==> config.mk <==
export PLATFORM = sky130hd
export DESIGN_NAME = i2c_regfile_ctl
export DESIGN_NICKNAME = d
export VERILOG_FILES = /design/src/rtl/i2c_regfile_ctl_pkg.sv /design/src/rtl/i2c_regfile_mem.sv /design/src/rtl/i2c_regfile_ctl.sv
export SDC_FILE = /design/constraint.sdc
export NUM_CORES = 1
export LEC_CHECK = 0
export CAP_MARGIN = 10
export CORE_UTILIZATION = 60
export DETAILED_ROUTE_END_ITERATION = 12
export DONT_BUFFER_PORTS = 1
export PLACE_DENSITY = 0.76
export SLEW_MARGIN = 15
export SYNTH_ARGS = -nofsm -noshare
export SYNTH_HDL_FRONTEND = slang
export SYNTH_SLANG_ARGS = --single-unit
==> constraint.sdc <==
create_clock -name clk -period 2.9 [get_ports clk]
set_clock_uncertainty 0.2 [all_clocks]
set_input_delay 0.58 -clock clk [delete_from_list [all_inputs] [get_ports clk]]
set_output_delay 0.58 -clock clk [all_outputs]
set_load 0.03 [all_outputs]
==> src/rtl/i2c_regfile_ctl_pkg.sv <==
// i2c_regfile_ctl_pkg: controller state encodings and sizing helper for the I2C register file
package i2c_regfile_ctl_pkg;

    typedef enum logic [2:0] {
        RF_IDLE,
        RF_IDXH,
        RF_IDXL,
        RF_WDAT,
        RF_RDAT
    } rf_state_t;

    // Bits needed to address v entries; at least 1 so a 1-deep array still has an index
    function automatic int clog2(input int v);
        int r;
        r = 1;
        while ((1 << r) < v) r++;
        return r;
    endfunction

endpackage

==> src/rtl/i2c_regfile_mem.sv <==
// i2c_regfile_mem: 2-port byte register array, port A (I2C) wins same-index write collisions
module i2c_regfile_mem
    import i2c_regfile_ctl_pkg::*;
#(
    parameter int         DEPTH = 16,
    parameter int         AW    = 9,
    parameter logic [7:0] FILL  = 8'hFF
) (
    input  logic          clk,
    input  logic          aresetn,
    input  logic [AW-1:0] i_a_addr,
    input  logic          i_a_we,
    input  logic [7:0]    i_a_wdat,
    output logic [7:0]    o_a_rdat,
    input  logic [AW-1:0] i_b_addr,
    input  logic          i_b_we,
    input  logic [7:0]    i_b_wdat,
    output logic [7:0]    o_b_rdat,
    output logic          o_coll
);

    localparam int            MW  = clog2(DEPTH);
    localparam logic [AW-1:0] LIM = AW'(DEPTH);

    logic [7:0]    r_mem [DEPTH];
    logic          w_a_in;
    logic          w_b_in;
    logic          w_a_we;
    logic          w_b_we;
    logic [MW-1:0] w_a_idx;
    logic [MW-1:0] w_b_idx;

    assign w_a_in  = i_a_addr < LIM;
    assign w_b_in  = i_b_addr < LIM;
    assign w_a_we  = i_a_we && w_a_in;
    assign w_b_we  = i_b_we && w_b_in;
    assign w_a_idx = i_a_addr[MW-1:0];
    assign w_b_idx = i_b_addr[MW-1:0];

    // Storage: port A is assigned last so it overrides port B on the same index
    always_ff @(posedge clk or negedge aresetn) begin
        if (!aresetn) begin
            for (int i = 0; i < DEPTH; i++) r_mem[i] <= '0;
        end else begin
            if (w_b_we) r_mem[w_b_idx] <= i_b_wdat;
            if (w_a_we) r_mem[w_a_idx] <= i_a_wdat;
        end
    end

    // Registered read ports (FILL outside the array) and one-cycle collision flag
    always_ff @(posedge clk or negedge aresetn) begin
        if (!aresetn) begin
            o_a_rdat <= '0;
            o_b_rdat <= '0;
            o_coll   <= 1'b0;
        end else begin
            o_a_rdat <= w_a_in ? r_mem[w_a_idx] : FILL;
            o_b_rdat <= w_b_in ? r_mem[w_b_idx] : FILL;
            o_coll   <= w_a_we && w_b_we && (i_a_addr == i_b_addr);
        end
    end

endmodule

==> src/rtl/i2c_regfile_ctl.sv <==
// i2c_regfile_ctl: register-file back end for an i2c_slave byte interface, with host port
module i2c_regfile_ctl
    import i2c_regfile_ctl_pkg::*;
#(
    parameter int         DEPTH     = 16,
    parameter int         IDX_BYTES = 1,
    parameter int         WRAP      = 1,
    parameter int         RO_BASE   = DEPTH,
    parameter logic [7:0] FILL      = 8'hFF,
    localparam int        IW        = 8 * IDX_BYTES
) (
    input  logic          clk,
    input  logic          aresetn,
    input  logic          slv_start,
    input  logic          slv_rd,
    input  logic          slv_stop,
    input  logic          slv_ws,
    input  logic [7:0]    slv_wdat,
    input  logic          slv_rs,
    output logic [7:0]    slv_rdat,
    input  logic [IW-1:0] host_addr,
    input  logic          host_we,
    input  logic [7:0]    host_wdat,
    output logic [7:0]    host_rdat,
    output logic          host_coll,
    output logic          wr_done,
    output logic [IW-1:0] wr_first,
    output logic [IW:0]   wr_count
);

    // The pointer carries one extra bit so a saturated pointer can sit at DEPTH == 2**IW
    localparam logic [IW:0] DEP       = (IW + 1)'(DEPTH);
    localparam logic [IW:0] LAST      = DEP - 1'b1;
    localparam logic [IW:0] RO        = (IW + 1)'(RO_BASE);
    localparam rf_state_t   IDX_START = (IDX_BYTES == 2) ? RF_IDXH : RF_IDXL;

    rf_state_t     r_state;
    logic [IW-1:0] r_base;
    logic [IW:0]   r_ptr;
    logic [IW:0]   r_cnt;
    logic [7:0]    r_hi;
    logic [IW-1:0] w_new_base;
    logic [IW:0]   w_ptr_nxt;
    logic          w_close;
    logic          w_i2c_we;

    // The high index byte is staged in r_hi so an abandoned index never touches base
    assign w_new_base = IW'({r_hi, slv_wdat});
    assign w_ptr_nxt  = (WRAP != 0) ? ((r_ptr >= LAST) ? '0 : r_ptr + 1'b1)
                                    : ((r_ptr >= DEP) ? r_ptr : r_ptr + 1'b1);
    assign w_close    = (slv_start || slv_stop) && (r_state == RF_WDAT) && (r_cnt != '0);
    assign w_i2c_we   = (r_state == RF_WDAT) && slv_ws && !slv_start && !slv_stop
                        && (r_ptr < DEP) && (r_ptr < RO);

    // Controller: START beats STOP beats byte strobes; base/ptr survive STOP
    always_ff @(posedge clk or negedge aresetn) begin
        if (!aresetn) begin
            r_state  <= RF_IDLE;
            r_base   <= '0;
            r_ptr    <= '0;
            r_cnt    <= '0;
            r_hi     <= '0;
            wr_done  <= 1'b0;
            wr_first <= '0;
            wr_count <= '0;
        end else begin
            wr_done <= w_close;
            if (w_close) begin
                wr_first <= r_base;
                wr_count <= r_cnt;
            end
            if (slv_start) begin
                r_cnt   <= '0;
                r_state <= slv_rd ? RF_RDAT : IDX_START;
                if (slv_rd) r_ptr <= {1'b0, r_base};
            end else if (slv_stop) begin
                r_state <= RF_IDLE;
            end else if (slv_ws && r_state == RF_IDXH) begin
                r_hi    <= slv_wdat;
                r_state <= RF_IDXL;
            end else if (slv_ws && r_state == RF_IDXL) begin
                r_base  <= w_new_base;
                r_ptr   <= {1'b0, w_new_base};
                r_state <= RF_WDAT;
            end else if (slv_ws && r_state == RF_WDAT) begin
                r_cnt <= r_cnt + 1'b1;
                r_ptr <= w_ptr_nxt;
            end else if (slv_rs && r_state == RF_RDAT) begin
                r_ptr <= w_ptr_nxt;
            end
        end
    end

    i2c_regfile_mem #(
        .DEPTH (DEPTH),
        .AW    (IW + 1),
        .FILL  (FILL)
    ) u_mem (
        .clk      (clk),
        .aresetn  (aresetn),
        .i_a_addr (r_ptr),
        .i_a_we   (w_i2c_we),
        .i_a_wdat (slv_wdat),
        .o_a_rdat (slv_rdat),
        .i_b_addr ({1'b0, host_addr}),
        .i_b_we   (host_we),
        .i_b_wdat (host_wdat),
        .o_b_rdat (host_rdat),
        .o_coll   (host_coll)
    );

endmodule

==> impl_metrics.py <==
metrics = {
    "yosys": {
        "synth_enable_flop_cells": 0,
        "synth_top_area_share": 0.427,
        "yosysMostFrequentCell": "dfrtp_1",
        "avgSynthCellArea_um2": 13.6,
        "ys_types": 57,
        "synth_warnings": 0,
        "syn-num-nets": 866,
        "synth_area_leaders": "dfrtp_1 (43%), mux2_1 (14%), mux2_2 (14%)",
        "synth.largest_area_cell": "dfrtp_1",
        "synth_common_cells": "dfrtp_1 (192), mux2_1 (143), mux2_2 (136)",
        "ys_seq_area_frac": 0.427,
        "syn_area_um2": 11200,
        "synthArstFlopShare": 1.00,
        "yosys_register_bits": 192,
        "synth_flop_cell": "dfrtp_1",
        "netlist_instances": 828,
    },
    "die": {
        "start_util": 0.619,
        "io_pins": 67,
        "rows": 49,
        "coreArea_um2": 18100,
        "dieHeight_um": 139,
        "die_w_um": 139,
        "die_area_um2": 19300,
    },
    "drt": {
        "vias_per_cell": 7.23,
        "drc_errors": 3,
        "drt_pre_antenna_iters": 9,
        "wirelength_um": 29300,
        "vias": 7618,
        "ant_nets": 0,
        "drtIter0Drc": 737,
        "wl_per_cell_um": 27.8,
    },
    "sta": {
        "tns_ns": 0,
        "finalMaxSlewViolations": 0,
        "hold_viol_final": 192,
        "fmax_mhz": 366,
        "period_share": 0.943,
        "slew_headroom": 0.480,
        "rsz0062_at_grt": "false",
        "setup_viol": 0,
        "post-route-worst-setup-slack_ns": 0.164,
        "holdWs_ns": -0.370,
        "worst_pin_slew_ns": 0.778,
        "period_minus_slack_ns": 2.74,
    },
    "critical_path": {
        "path_cells": "or3_1, nor4_2, buf_4, nand3_1, mux2_1",
        "r2r_slack_ns": 0.16,
        "rr_endpoint": "u_mem.r_mem[88]",
        "worst-setup-path-type": "register to register",
        "required_ns": 3.02,
        "start_kind": "register",
        "slowest_delay_ns": 0.50,
        "cp-end-kind": "register",
        "cp_data_arrival_time_ns": 2.85,
        "worstPathMaxFanout": 17,
        "reg2reg_from": "r_ptr[8]",
        "rr_worst_depth": 5,
        "setup.worst_path.end": "u_mem.r_mem[88]",
        "setup.worst_path.start": "r_ptr[8]",
        "slowest_stage": "mux2_1",
    },
    "cts": {
        "insertion_delay_ns": 0.45,
        "root_buffer": "clkbuf_16",
        "cts.sinks": 192,
        "clk_pin_slew_ns": 0.08,
        "numCtsBuffers": 17,
        "cts_tree": "built",
        "postCtsSetupBuffers": 0,
        "holdBufCountCts": 1,
        "htreeDepth": 4,
        "clk_path_buf_depth": 2,
    },
    "placed_design": {
        "dpl_cell_area_um2": 11500,
        "hpwl_um": 19600,
        "dp.cells": 1021,
        "port_buffers": 0,
        "place_ws_ns": 0.0818,
        "place.gp.congestion": 0.893,
    },
    "final_layout": {
        "area_growth_pct": 8.16,
        "stdcell_count": 1054,
        "final_nets": 850,
        "utilization": 0.670,
        "diodes": 0,
        "drive_gt1_frac": 0.343,
        "fill_cells": 1266,
        "finalInstanceArea_um2": 12200,
    },
    "status": {
        "violations": "DRC, hold timing",
        "run_status": "finished, violations left",
    },
    "min_path": {
        "hold_class": "input pin to async pin",
    },
    "pwr": {
        "leakagePower_nw": 5.70,
        "internal_power_mw": 4.78,
        "power.switching_mw": 2.17,
        "clkPwrFrac": 0.358,
        "p_per_area_nw_per_um2": 571,
        "ir_worst_vdd_mv": 0.390,
        "fin_total_pwr_mw": 6.95,
        "seq_power_share": 0.466,
        "netSwitchingFraction": 0.313,
        "pwr-share-comb": 0.176,
    },
    "global_routing": {
        "antenna_found_initial": 0,
        "grt.total_usage": 0.322,
        "grtUsageMet3": 0.0687,
        "grt-busiest-layer": "met2",
        "grtUsageMet2": 0.521,
        "grt_overflow": 0,
        "grt_start_max_net_pins": 193,
        "grt_pass1_wl_um": 46000,
        "grt_pass1_vias": 8015,
        "grtUsageMet1": 0.411,
    },
    "job": {
        "timing.max_cap.violations": 0,
    },
}
cell families (layout without fill, tap and decap cells):
family / Yosys count / after routing / share of synthesized area
multiplexers: 351 / 351 / 0.418
flip-flops: 192 / 192 / 0.427
AND/OR/NAND/NOR: 141 / 141 / 0.0735
buffers and inverters: 70 / 67 / 0.0254
AO/OA/AOI/OAI: 57 / 57 / 0.0401
XOR/XNOR: 11 / 11 / 0.00857
adder cells (fa/ha/maj): 6 / 6 / 0.00668
power by group through the flow:
stage / clock [mW] / combinational, mW / sequential [mW]
after floorplan: 0 / 0.978 / 3.17
after global placement: 0 / 1.17 / 3.26
after detailed placement: 0 / 1.20 / 3.28
after CTS: 2.51 / 1.21 / 3.23
after global routing: 2.61 / 1.29 / 3.26
final: 2.49 / 1.22 / 3.24
final cells by class:
| cell class | count | area [um^2] | area share |
|---|---|---|---|
| multi-input cells | 566 | 6160 | 0.507 |
| flip-flops and latches | 192 | 4810 | 0.395 |
| clock buffers | 17 | 425 | 0.0350 |
| well taps | 229 | 287 | 0.0236 |
| repair buffers | 29 | 245 | 0.0202 |
| clock inverters | 15 | 210 | 0.0173 |
| inverters | 6 | 22.5 | 0.00185 |
registers in the layout (all words and copies together), names as in the netlist:
name	count
wr_done	1
wr_count	9
r_base	8
wr_first	8
r_ptr	9
u_mem.o_b_rdat	8
r_state	3
u_mem.o_coll	1
r_cnt	9
u_mem.r_mem	128
u_mem.o_a_rdat	8
placed cells by master, fill, tap and decap left out, types with 6 or more instances in the layout:
master       n
o21ai_0      6
ha_1         6
nor2_1      18
mux2_2     136
nand4_1     11
nand2_1     25
inv_1        6
clkbuf_16   17
nor2b_1      9
a22oi_1     24
buf_4       26
and2_1       7
clkinv_8     6
xnor2_1      6
mux2_4       8
mux2_1     143
a221oi_1     8
dfrtp_1    191
nand3_1     27
mux4_2      64
and3_1       7
repair_timing:
item                                   in CTS  in global routing
setup endpoints to repair                   0                  2
endpoints found under the hold margin     198                192
resized for setup                           0                  1
critical path, delay by kind of cell (launching register included):
kind / cells / cell delay, ns
muxes: 1 / 0.50
DFF: 1 / 0.38
buffers and inverters: 1 / 0.29
and+or+nand+nor: 3 / 1.22
worst min-delay path by stage:
stage,end,depth (start not counted)
after floorplan,r_base[0],0
after detailed placement,u_mem.r_mem[112],0
after global placement,u_mem.r_mem[112],0
final,u_mem.r_mem[104],0
after global routing,u_mem.o_b_rdat[7],0
after CTS,wr_count[2],0
metal layers:
layer,vias up,part of all wire
met5,-,0
met4,0,0.046
met3,94,0.086
met2,441,0.49
met1,3936,0.38
li1,3147,-
No activity file was read; power rests on OpenSTA's default activity.
